## src/rtl/tnn_infer_ctrl.sv

```systemverilog
// Frame loader and result handshake around a combinational ternary classifier:
// collects up to eight 2-bit features, lets the classifier settle, then holds one result.
//
// state  | meaning
// LOAD   | accepting feature beats into the slot register
// SETTLE | slots frozen on core_feat, waiting for the classifier output to settle
// RESULT | holding res_data/res_err until res_ready
module tnn_infer_ctrl #(
    parameter int SETTLE_CYCLES = 1,
    parameter int CNT_W         = 16
) (
    input  logic             clk,
    input  logic             rst,
    input  logic             feat_valid,
    input  logic [1:0]       feat_data,
    input  logic             feat_last,
    output logic             feat_ready,
    output logic [15:0]      core_feat,
    input  logic             core_out,
    output logic             res_valid,
    output logic             res_data,
    output logic             res_err,
    input  logic             res_ready,
    input  logic             stats_clr,
    output logic [CNT_W-1:0] pos_count,
    output logic [CNT_W-1:0] tot_count
);

    typedef enum logic [1:0] {
        LOAD   = 2'd0,
        SETTLE = 2'd1,
        RESULT = 2'd2
    } state_t;

    localparam logic [3:0]       SETTLE_INIT = 4'(SETTLE_CYCLES - 1);
    localparam logic [CNT_W-1:0] CNT_MAX     = '1;

    state_t      state, state_nxt;
    logic [2:0]  idx;
    logic [15:0] slots;
    logic [3:0]  settle_cnt;
    logic        beat_acc;
    logic        frame_end;
    logic        settle_done;
    logic        handshake;

    assign core_feat = slots;

    always_ff @(posedge clk) begin
        if (rst) begin
            state <= LOAD;
        end else begin
            state <= state_nxt;
        end
    end

    always_comb begin
        state_nxt   = state;
        feat_ready  = 1'b0;
        res_valid   = 1'b0;
        beat_acc    = 1'b0;
        frame_end   = 1'b0;
        settle_done = 1'b0;
        handshake   = 1'b0;
        case (state)
            LOAD: begin
                feat_ready = 1'b1;
                beat_acc   = feat_valid;
                frame_end  = feat_valid && (feat_last || idx == 3'd7);
                if (frame_end) begin
                    state_nxt = SETTLE;
                end
            end
            SETTLE: begin
                settle_done = (settle_cnt == 4'd0);
                if (settle_done) begin
                    state_nxt = RESULT;
                end
            end
            RESULT: begin
                res_valid = 1'b1;
                handshake = res_ready;
                if (handshake) begin
                    state_nxt = LOAD;
                end
            end
            default: state_nxt = LOAD;
        endcase
    end

    // Frame is well formed only when feat_last lands exactly on the eighth beat.
    always_ff @(posedge clk) begin
        if (rst) begin
            idx        <= 3'd0;
            slots      <= '0;
            settle_cnt <= 4'd0;
            res_data   <= 1'b0;
            res_err    <= 1'b0;
        end else begin
            if (beat_acc) begin
                slots[{idx, 1'b0} +: 2] <= feat_data;
                idx <= frame_end ? 3'd0 : idx + 3'd1;
            end
            if (frame_end) begin
                res_err    <= !(feat_last && idx == 3'd7);
                settle_cnt <= SETTLE_INIT;
            end else if (state == SETTLE && !settle_done) begin
                settle_cnt <= settle_cnt - 4'd1;
            end
            if (settle_done) begin
                res_data <= core_out;
            end
            if (handshake) begin
                slots <= '0;
            end
        end
    end

    // Clear beats a coincident handshake; counters stick at all-ones.
    always_ff @(posedge clk) begin
        if (rst || stats_clr) begin
            pos_count <= '0;
            tot_count <= '0;
        end else if (handshake) begin
            if (tot_count != CNT_MAX) begin
                tot_count <= tot_count + CNT_W'(1);
            end
            if (res_data && pos_count != CNT_MAX) begin
                pos_count <= pos_count + CNT_W'(1);
            end
        end
    end

endmodule

```

## config.mk

```make
export PLATFORM = sky130hd
export DESIGN_NAME = tnn_infer_ctrl
export DESIGN_NICKNAME = d
export VERILOG_FILES = /design/src/rtl/tnn_infer_ctrl.sv
export SDC_FILE = /design/constraint.sdc
export NUM_CORES = 1
export LEC_CHECK = 0
export CAP_MARGIN = 20
export CORE_MARGIN = 4
export CORE_UTILIZATION = 35
export DETAILED_ROUTE_END_ITERATION = 10
export GPL_TIMING_DRIVEN = 0
export PLACE_DENSITY = 0.63
export SYNTH_ARGS = -nofsm -noshare
export SYNTH_HDL_FRONTEND = slang
export SYNTH_SLANG_ARGS = --single-unit
export TNS_END_PERCENT = 30
```

## constraint.sdc

```tcl
create_clock -name clk -period 1.85 [get_ports clk]
set_clock_uncertainty 0.2 [all_clocks]
set_input_delay 0.2775 -clock clk [delete_from_list [all_inputs] [get_ports clk]]
set_output_delay 0.2775 -clock clk [all_outputs]
set_load 0.02 [all_outputs]
```

==> flow_metrics.env <==
export IMPL_timing_fmax_mhz=509.9
export IMPL_period_share_pct=106.0
export IMPL_layout_nets=413
export IMPL_syn_num_nets=336
export IMPL_synth_flop_cell="dfxtp_1"
export IMPL_hp_start="pos_count[10]"
export IMPL_core_area_um2=7767
export IMPL_crit_required_ns=1.88
export IMPL_antenna_left=0
export IMPL_min_to="pos_count[10]"
export IMPL_dp_slack_ns=-0.5419
export IMPL_cp_top_family="simple AND/OR/NAND/NOR gates"
export IMPL_drt_first_pass_iters=4
export IMPL_clk_latency_ns=0.34
export IMPL_hold_viol_final=0
export IMPL_grt_pass1_wl_um=11620
export IMPL_antenna_found_initial=0
export IMPL_drive_above_1_share_pct=24.56
export IMPL_min_period_ns=1.961
export IMPL_port_buffers=60
export IMPL_status="complete, but fails checks"
export IMPL_final_common_cell="nor2_1"
export IMPL_drt_iter0_markers=96
export IMPL_critPathBufInv=1
export IMPL_antenna_diode_count=0
export IMPL_cts_hold_buffers=0
export IMPL_grt_usage_pct=14.73
export IMPL_cts_root_buf="clkbuf_8"
export IMPL_r2r_slack_ns=-0.11
export IMPL_viasPerCell=5.118
export IMPL_r2r_end="settle_cnt[3]"
export IMPL_cts_sinks=59
export IMPL_crit_path_max_incr_delay_ns=0.42
export IMPL_grt_pass1_vias=2473
export IMPL_num_io_pins=61
export IMPL_die_area_um2=9492
export IMPL_rr_worst_depth=7
export IMPL_syn_cell_area_um2=2799
export IMPL_setup_viol=2
export IMPL_max_slew_margin_pct=65.13
export IMPL_fin_ws_ns=-0.1110
export IMPL_path_class="flop to flop"
export IMPL_violations="setup timing"
export IMPL_initial_utilization_pct=36.03
export IMPL_die_h_um=97.43
export IMPL_synth_distinct_cells=44
export IMPL_ys_seq_area_share_pct=42.20
export IMPL_cts_buffers_inserted=9
export IMPL_cp_cell_sequence="inv_2, ha_4, nor3b_4, or3b_4, or4_4, xor2_1, nor2_1"
export IMPL_power_leakage_nw=1.631
export IMPL_maxSlewViolCount=0
export IMPL_slowest_stage="or4_4"
export IMPL_area_growth_pct=45.15
export IMPL_p_total_mw=2.710
export IMPL_p_per_area_nw_per_um2=667.1
export IMPL_routedWlPerCell_um=14.10
export IMPL_synth_edff_count=0
export IMPL_grt_start_max_net_pins=13
export IMPL_hold_path_class="flop to flop"
export IMPL_gp_congestion=0.8672
export IMPL_gr_total_overflow=0
export IMPL_yosys_warnings=0
export IMPL_r2r_start="settle_cnt[0]"
export IMPL_tritoncts="yes"
export IMPL_synth_cells=317
export IMPL_synthArstFlopShare_pct=0
export IMPL_crit_path_start_kind="flop"
export IMPL_clkTransAtPathRegs_ns=0.07
export IMPL_vias=2564
export IMPL_postLayoutCoreUtil_pct=52.30
export IMPL_cp_data_arrival_time_ns=1.99
export IMPL_drv_cap=0
export IMPL_hpwl_um=5012
export IMPL_cp_end_kind="flop"
export IMPL_peakVddDrop_mv=0.5197
export IMPL_drc=0
export IMPL_wl_um=7062
export IMPL_hold_path_depth=1
export IMPL_worst_slew_pin_slew_ns=0.5219
export IMPL_cts_buffer_depth=2
export IMPL_grt_setup_unrepaired="yes"
export IMPL_die_w_um=97.43
export IMPL_final_cell_mix="nor2_1, dfxtp_1, clkdlybuf4s50_1, dlygate4sd2_1, mux2i_1"
export IMPL_ys_ff_latch=59
export IMPL_cp_max_fo=3
export IMPL_h_tree_depth=3
export IMPL_rows=32
export IMPL_syn_area_per_cell_um2=8.829
-- worst register-to-register path, cell delays in order (launching register included) --
cell and delay (ns):
dfxtp_2 0.34, inv_2 0.04, ha_4 0.15, nor3b_4 0.15, or3b_4 0.37, or4_4 0.42, xor2_1 0.14, nor2_1 0.05
-- sequential cells by signal, indices dropped and copies added (netlist names) --
signal / flops
tot_count: 16
idx: 3
res_data: 1
core_feat: 16
res_err: 1
state: 2
settle_cnt: 4
pos_count: 16
-- metal layers --
layer  global-route usage, %  part of all wire, %
met1                   18.48                   45
met2                   23.99                   48
met3                   5.240                  6.4
met4                   3.940                  1.2
met5                       0                    0
-- worst max-delay path by stage --
| stage | from | endpoint | slack, ns | cells after the start |
|---|---|---|---|---|
| 2_1_floorplan | idx[0] | core_feat[8] | -0.08 | 7 |
| 3_3_place_gp | feat_valid | core_feat[15] | -0.53 | 6 |
| 3_5_place_dp | rst | tot_count[8] | -0.54 | 5 |
| 4_1_cts | settle_cnt[0] | settle_cnt[3] | -0.16 | 7 |
| 5_1_grt | settle_cnt[0] | settle_cnt[2] | -0.17 | 7 |
| 6_report | settle_cnt[0] | settle_cnt[3] | -0.11 | 7 |
-- layout make-up --
cell class,count,area (um2)
Clock inverter,7,77.57
Buffer,7,38.79
Timing Repair Buffer,68,655.6
Tap cell,102,127.6
Multi-Input combinational cell,243,1793
Fill cell,757,3705
Clock buffer,9,123.9
Inverter,6,22.52
Sequential cell,59,1224
-- report_power, final --
part           switching (mW)  internal, mW
logic                   0.124         0.101
registers              0.0128          1.28
clock network           0.566         0.630
total                   0.703          2.01
-- stage by stage --
step                      setup TNS (ns)  cell area [um2]  hold slack (ns)  std cells
after global placement            -22.73             3587           0.2686        479
final                            -0.1286             4063           0.2803        501
after floorplan                   -1.196             2859           0.1466        317
after CTS                        -0.1941             3881           0.3010        495
after detailed placement          -22.37             3587           0.2678        479
after global routing             -0.8652             4063           0.2929        501
-- Yosys cell counts (3+ instances only) --
| cell | instances | share of area [%] |
|---|---|---|
| nor4_1 | 3 | 0.67 |
| o211ai_1 | 4 | 1.1 |
| xor2_1 | 14 | 4.4 |
| a21oi_1 | 10 | 1.8 |
| nor3b_1 | 4 | 1.1 |
| nor2_1 | 63 | 8.4 |
| and4_1 | 4 | 1.3 |
| nand2_1 | 12 | 1.6 |
| nand2b_1 | 3 | 0.67 |
| o21ai_0 | 6 | 1.1 |
| o2111ai_1 | 3 | 0.94 |
| or2_2 | 3 | 0.67 |
| mux2i_1 | 17 | 6.1 |
| inv_1 | 6 | 0.80 |
| a311oi_1 | 3 | 0.94 |
| dfxtp_1 | 59 | 42 |
| clkbuf_1 | 4 | 0.54 |
| buf_2 | 3 | 0.54 |
| nand3_1 | 15 | 2.7 |
| xnor2_1 | 13 | 4.1 |
| nor3_1 | 6 | 1.1 |
| nor2b_1 | 5 | 1.1 |
| and3_1 | 13 | 2.9 |
| ha_1 | 10 | 4.5 |
| nand4_1 | 9 | 2.0 |
-- timing repair --
item / in CTS / in global routing
gates cloned: 0 / 0
setup endpoints to repair: 68 / 58
buffers inserted: 2 / 6
pin swaps: 3 / 7
gates resized for setup: 46 / 43
-- cells by family after synthesis --
| kind of cell | share of synthesized area, % |
|---|---|
| flip-flops | 42.20 |
| adder cells (fa/ha/maj) | 4.470 |
| buffers and inverters | 2.145 |
| multiplexers | 6.079 |
| XOR/XNOR | 8.449 |
| AND/OR/NAND/NOR | 28.39 |
| AO/OA/AOI/OAI | 8.271 |
(Power assumes the default switching activity.)
==> variant 1: new RTL, same flow settings <==
`CNT_W`: 16 -> 32.
--- a/src/rtl/tnn_infer_ctrl.sv
+++ b/src/rtl/tnn_infer_ctrl.sv
@@ -9,3 +9,3 @@
     parameter int SETTLE_CYCLES = 1,
-    parameter int CNT_W         = 16
+    parameter int CNT_W         = 32
 ) (
Interface: changed (resized pos_count and tot_count); port bits go from 61 to 93. The function was not compared with the original's and may differ.
==> variant 1 against the original RTL <==
  * The run still ends with negative setup slack left
  * Hold slack got worse by 0.22 ns
  * Cell area rose by 81%
  * Sequential power rose by 50%
  * Worst setup slack got worse by 0.17 ns
  * Sequential cell count rose by 32
  * Power rose by 49%
  * Synthesized area rose by 69%
  * Routed wire length rose by 120%
  * Fmax fell by 7.8%
  * Via count rose by 100%
  * Largest power group unchanged
==> variant 1: results (changes against the original RTL) <==
Global routing
  • First-pass GRT wire length: 24270 um (+110%)
  • Vias in the first global route: 4947 (+100%)
  • Largest net degree at the start of global routing: 15 (+2)
  • GRT Total Usage: 0.1868 (+0.03947)

Yosys
  • Area of the mapped netlist: 4733 um2 (+69%)
  • Sequential fraction of the synthesis area: 0.3849 (-0.03711)
  • Async set or reset register ratio after synthesis: 0 (unchanged)
  • Synth top cells by count: dfxtp_1 (91), nor2_1 (52), a21oi_1 (43)
  • Syn_nets: 577 (+72%)
  • Ys Warns: 0 (unchanged)
  • Dominant cells by area after synthesis: dfxtp_1 (38%), a21oi_1 (4.5%), nor2_1 (4.1%)
  • Netlist cell types: 59 (+34%)

Clock network
  • Longest Clk Path Bufs: 2 (unchanged)
  • Clk_lat worst skew: 0.35 ns
  • CTS clk-pin slew, worst paths: 0.07 ns (about the same)
  • Root Buffer: clkbuf_16
  • CTS Buf Count: 9 (unchanged)

Route
  • Starting DRT DRC Count: 335 (+250%)
  • Final WL: 15220 um (+120%)
  • Pre-Repair DR Iteration Count: 5 (+1)
  • Via count: 5208 (+100%)

STA
  • Worst slew pin tran: 0.5612 ns (+0.03928 ns)
  • Final WS setup: -0.2764 ns (-0.1654 ns)
  • Setup TNS: -11.44 ns (-11.31 ns)
  • Setup violations, final: 74 (+72)

Cells and area
  • Share of layout cells above drive strength 1: 0.3530 (+0.1074)
  • Nets: 742 (+80%)
  • Fillers: 1199 (+58%)

Worst setup path
  • Crit path largest cell delay: 0.54 ns (+0.12 ns)
  • Crit path max-delay family: simple AND/OR/NAND/NOR gates
  • Crit path arrival time: 2.16 ns (+0.17 ns)
  • CP max-delay cell: or4_4

Placed design
  • Detail Placement HPWL: 10140 um (+100%)
  • Routability Congestion: 0.8547 (-1.4%)
  • IO Port Bufs: 91 (+52%)

Min path
  • Min-Delay Path Class: primary input to flip-flop

Power
  • Worst vdd ir: 0.5192 mV (-0.10%)
  • LEAKAGE: 2.883 nW (+77%)

Status
  • Failing checks: negative setup slack
  • Status: complete, but fails checks
## variant 1: changes by cell type after synthesis, sizes merged, moves of 17 or more
cell   before  now
nand3      16   33
a21oi      10   50
or4         1   23
or3         2   21
o31ai       1   19
dfxtp      59   91
nand2      12   40
## variant 1: area by class of cell
class                           count  area, um2  area share
Multi-Input combinational cell    429       3228      0.4379
Sequential cell                    91       1993      0.2704
Timing Repair Buffer              156       1416      0.1921
Clock buffer                       13      271.5     0.03683
Tap cell                          176      220.2     0.02987
Buffer                             22      168.9     0.02291
Inverter                           14      56.30    0.007637
Clock inverter                      3      17.52    0.002376
## variant 1: final timing paths
path / startpoint / endpoint / slack [ns] / depth (start not counted)
setup / recovery: pos_count[26] / pos_count[1] / -0.28 / 7
hold / removal: rst / res_data / 0.06 / 2
setup reg to reg: pos_count[26] / pos_count[1] / -0.28 / 7
hold reg to reg: pos_count[4] / pos_count[4] / 0.29 / 2
## variant 1: metal layers
| layer | global-route usage | share of wire | vias up |
|---|---|---|---|
| li1 | - | - | 2450 |
| met1 | 0.2295 | 0.43 | 2525 |
| met2 | 0.3187 | 0.49 | 205 |
| met3 | 0.03988 | 0.062 | 28 |
| met4 | 0.07350 | 0.022 | 0 |
| met5 | 0 | 0 | - |
## variant 1: through the flow
step	std cells	worst slack, ns	power [mW]	instance area (um2)	hold slack, ns
6_report	904	-0.2764	4.045	7372	0.06212
5_1_grt	904	-0.3483	4.182	7372	0.1169
4_1_cts	879	-0.2982	4.071	7004	0.06171
3_5_place_dp	825	-0.7641	2.199	6103	0.2839
3_3_place_gp	825	-0.7795	2.194	6103	0.2751
2_1_floorplan	558	-0.2132	2.119	4972	0.1868
## variant 1: what timing repair did
action	CTS	global route
gates cloned	2	0
gates resized for setup	124	60
hold endpoints to repair	0	0
pin swaps	42	32
setup buffers	39	26
endpoints found under the setup margin	97	98
## variant 1: kinds of logic (layout without fill, tap and decap cells)
group           count (synthesis)  count (layout)  synth area share
xor+xnor                       14              14           0.02591
flops                          91              91            0.3849
buf+inv                        39             208           0.03621
mux                            17              17           0.03595
compound gates                125             126            0.1753
fa+ha+maj                      10              10           0.02643
simple gates                  262             262            0.3154
## variant 1: where the power goes
part	leakage, nW	total [mW]	internal (mW)	switching, mW
logic	1.96	0.287	0.126	0.162
clock network	0.146	1.82	1.03	0.793
registers	0.777	1.93	1.92	0.0146
total	2.88	4.04	3.07	0.970
==> variant 2: new RTL, same settings <==
Made on the original files. The 3 states of `state_t` get a one-hot encoding in 3 bits.
--- a/src/rtl/tnn_infer_ctrl.sv
+++ b/src/rtl/tnn_infer_ctrl.sv
@@ -28,6 +28,6 @@
 
-    typedef enum logic [1:0] {
-        LOAD   = 2'd0,
-        SETTLE = 2'd1,
-        RESULT = 2'd2
+    typedef enum logic [2:0] {
+        LOAD   = 3'b001,
+        SETTLE = 3'b010,
+        RESULT = 3'b100
     } state_t;
Behaviour: same outputs for any inputs over 10 cycles, from zero or initial values and one cycle with rst high; not proved beyond that.
==> variant 2 against the original RTL <==
  * Largest cell class unchanged
  * Cell area up 17%
  * Die area up 7.3%
  * Non-clock buffer count is 24 higher
  * Worst setup slack improved by 0.031 ns
  * The flow still finishes with violations (negative setup slack)
  * Global-route usage up 1.6 points
  * Cell count up 10%
  * Sequential cell count is 1 higher
  * Synthesized area is 7.9% higher
  * Largest power group unchanged
  * Sequential share of layout area fell by 3.5 points
  * Clock power is essentially flat
  * Power grew 0.91%
  * Routed wire length increased by 22%
==> variant 2: results (changes against the original RTL) <==
Placed design
  • Post-Place Cell Area: 3891 um2 (+8.5%)
  • Detail Placement HPWL: 5665 um (+13%)
  • Placed cell count: 514 (+7.3%)
  • IO Port Bufs: 60 (unchanged)
  • Routability Congestion: 0.8123 (-6.3%)

Global routing
  • Vias in the first global route: 2843 (+15%)
  • GRT Total Usage: 0.1636 (+0.01636)
  • Largest net degree at the start of global routing: 11 (-2)
  • First-pass GRT wire length: 13470 um (+16%)
  • Initial antenna violation count: 0 (unchanged)

STA
  • Max_slew headroom: 0.5972 (-0.05414)
  • Setup TNS: -0.5368 ns (-0.4082 ns)
  • Setup violations, final: 16 (+14)
  • Worst hold margin: 0.2197 ns (-0.06057 ns)
  • Final WS setup: -0.08007 ns (+0.03093 ns)
  • Hold Violations, Final: 0 (unchanged)

Worst setup path
  • Setup crit start kind: flip-flop
  • Crit path arrival time: 2.00 ns
  • R2R Path Start: tot_count[0]
  • Crit-path max FO: 6 (+3)
  • Reg2reg path depth: 6 (-1)
  • Worst R2R End: tot_count[7]

Power
  • Worst vdd ir: 0.3315 mV (-36%)
  • LEAKAGE: 1.888 nW (+16%)

Yosys
  • Async set or reset register ratio after synthesis: 0 (unchanged)
  • Sequential fraction of the synthesis area: 0.3977 (-0.02431)
  • Most frequent cell after synthesis: dfxtp_1
  • Dominant cells by area after synthesis: dfxtp_1 (40%), mux2i_1 (7.0%), nor2_1 (4.5%)
  • Netlist cell types: 46 (+4.5%)
  • Avg Cell Area, Syn: 8.654 um2 (-2.0%)
  • Synth top cells by count: dfxtp_1 (60), nor2_1 (36), a21oi_1 (24), nand2_1 (24), mux2i_1 (21)
  • Ys Warns: 0 (unchanged)
  • Syn_nets: 368 (+9.5%)

Clock network
  • Root Buffer: clkbuf_8
  • CTS clk-pin slew, worst paths: 0.07 ns (about the same)
  • H-tree levels: 3 (unchanged)
  • CTS Buf Count: 9 (unchanged)
  • Longest Clk Path Bufs: 2 (unchanged)
  • Clk_lat worst skew: 0.34 ns (about the same)

Route
  • Drt via density: 5.524 (+7.9%)
  • Starting DRT DRC Count: 91 (-5.2%)
  • Pre-Repair DR Iteration Count: 5 (+1)
  • Final WL: 8606 um (+22%)

Cells and area
  • # diodes: 0 (unchanged)
  • Share of layout cells above drive strength 1: 0.2953 (+0.04969)
  • Post-route insts no fill: 552 (+10%)
  • Nets: 461 (+12%)

Min path
  • Min-Delay Path Class: primary input to flip-flop
  • WHS Endpoint: state[2]
  • Worst hold path startpoint: res_ready
  • Hold Path Stages: 3 (+2)

Status
  • Status: complete, but fails checks
  • Failing checks: negative setup slack
[variant 2: cells by family after synthesis]
kind of cell    Yosys count  synth area share
simple gates            166            0.3119
fa+ha+maj                10           0.04143
xor+xnor                  4           0.01160
compound gates           62            0.1313
flops                    60            0.3977
buf+inv                  26           0.03646
mux                      21           0.06959
[variant 2: layout make-up]
| cell class | instances | area, um2 |
|---|---|---|
| clock inverters | 2 | 35.03 |
| plain buffers | 11 | 92.59 |
| well taps | 105 | 131.4 |
| inverters | 9 | 36.28 |
| multi-input cells | 263 | 2141 |
| fillers | 745 | 3563 |
| repair buffers | 88 | 875.8 |
| flip-flops and latches | 60 | 1261 |
| clock buffers | 14 | 162.7 |
[variant 2: power by group]
group	total [mW]	internal [mW]	switching [mW]
Sequential	1.29	1.28	0.0101
Clock	1.20	0.696	0.505
Combinational	0.240	0.106	0.134
Total	2.73	2.09	0.649
[variant 2: worst max path at each step]
stage | endpoint | cells after the start | slack [ns]
5_1_grt | tot_count[14] | 5 | -0.16
3_3_place_gp | core_feat[1] | 5 | -0.72
6_report | tot_count[7] | 6 | -0.08
4_1_cts | tot_count[15] | 6 | -0.20
2_1_floorplan | pos_count[4] | 6 | -0.17
3_5_place_dp | core_feat[1] | 5 | -0.79
[variant 2: what timing repair did]
action                                  in CTS  in global routing
buffers inserted                            11                 15
pin swaps                                   19                 30
endpoints found under the setup margin      78                 69
gates resized for setup                     66                 85
cloned                                       0                  2
[variant 2: critical path, stage by stage (launching register included)]
cell and delay (ns):
dfxtp_4 0.39, ha_4 0.15, nand4_1 0.11, buf_6 0.14
or4_4 0.57, a31oi_1 0.20, a41o_1 0.11
[variant 2: stage by stage]
step	utilization	setup WS (ns)	power (mW)
6_report	0.5706	-0.08007	2.735
5_1_grt	0.5706	-0.1553	2.862
4_1_cts	0.5206	-0.2043	2.756
3_5_place_dp	0.4689	-0.7879	1.530
3_3_place_gp	0.4689	-0.7172	1.527
2_1_floorplan	-	-0.1729	1.459
[variant 2: routing by layer]
| metal | share of wire | wire length, um | global-route usage |
|---|---|---|---|
| met1 | 0.44 | 3799 | 0.2074 |
| met2 | 0.49 | 4223 | 0.2628 |
| met3 | 0.053 | 454 | 0.04567 |
| met4 | 0.015 | 128 | 0.06442 |
| met5 | 0 | 0 | 0 |
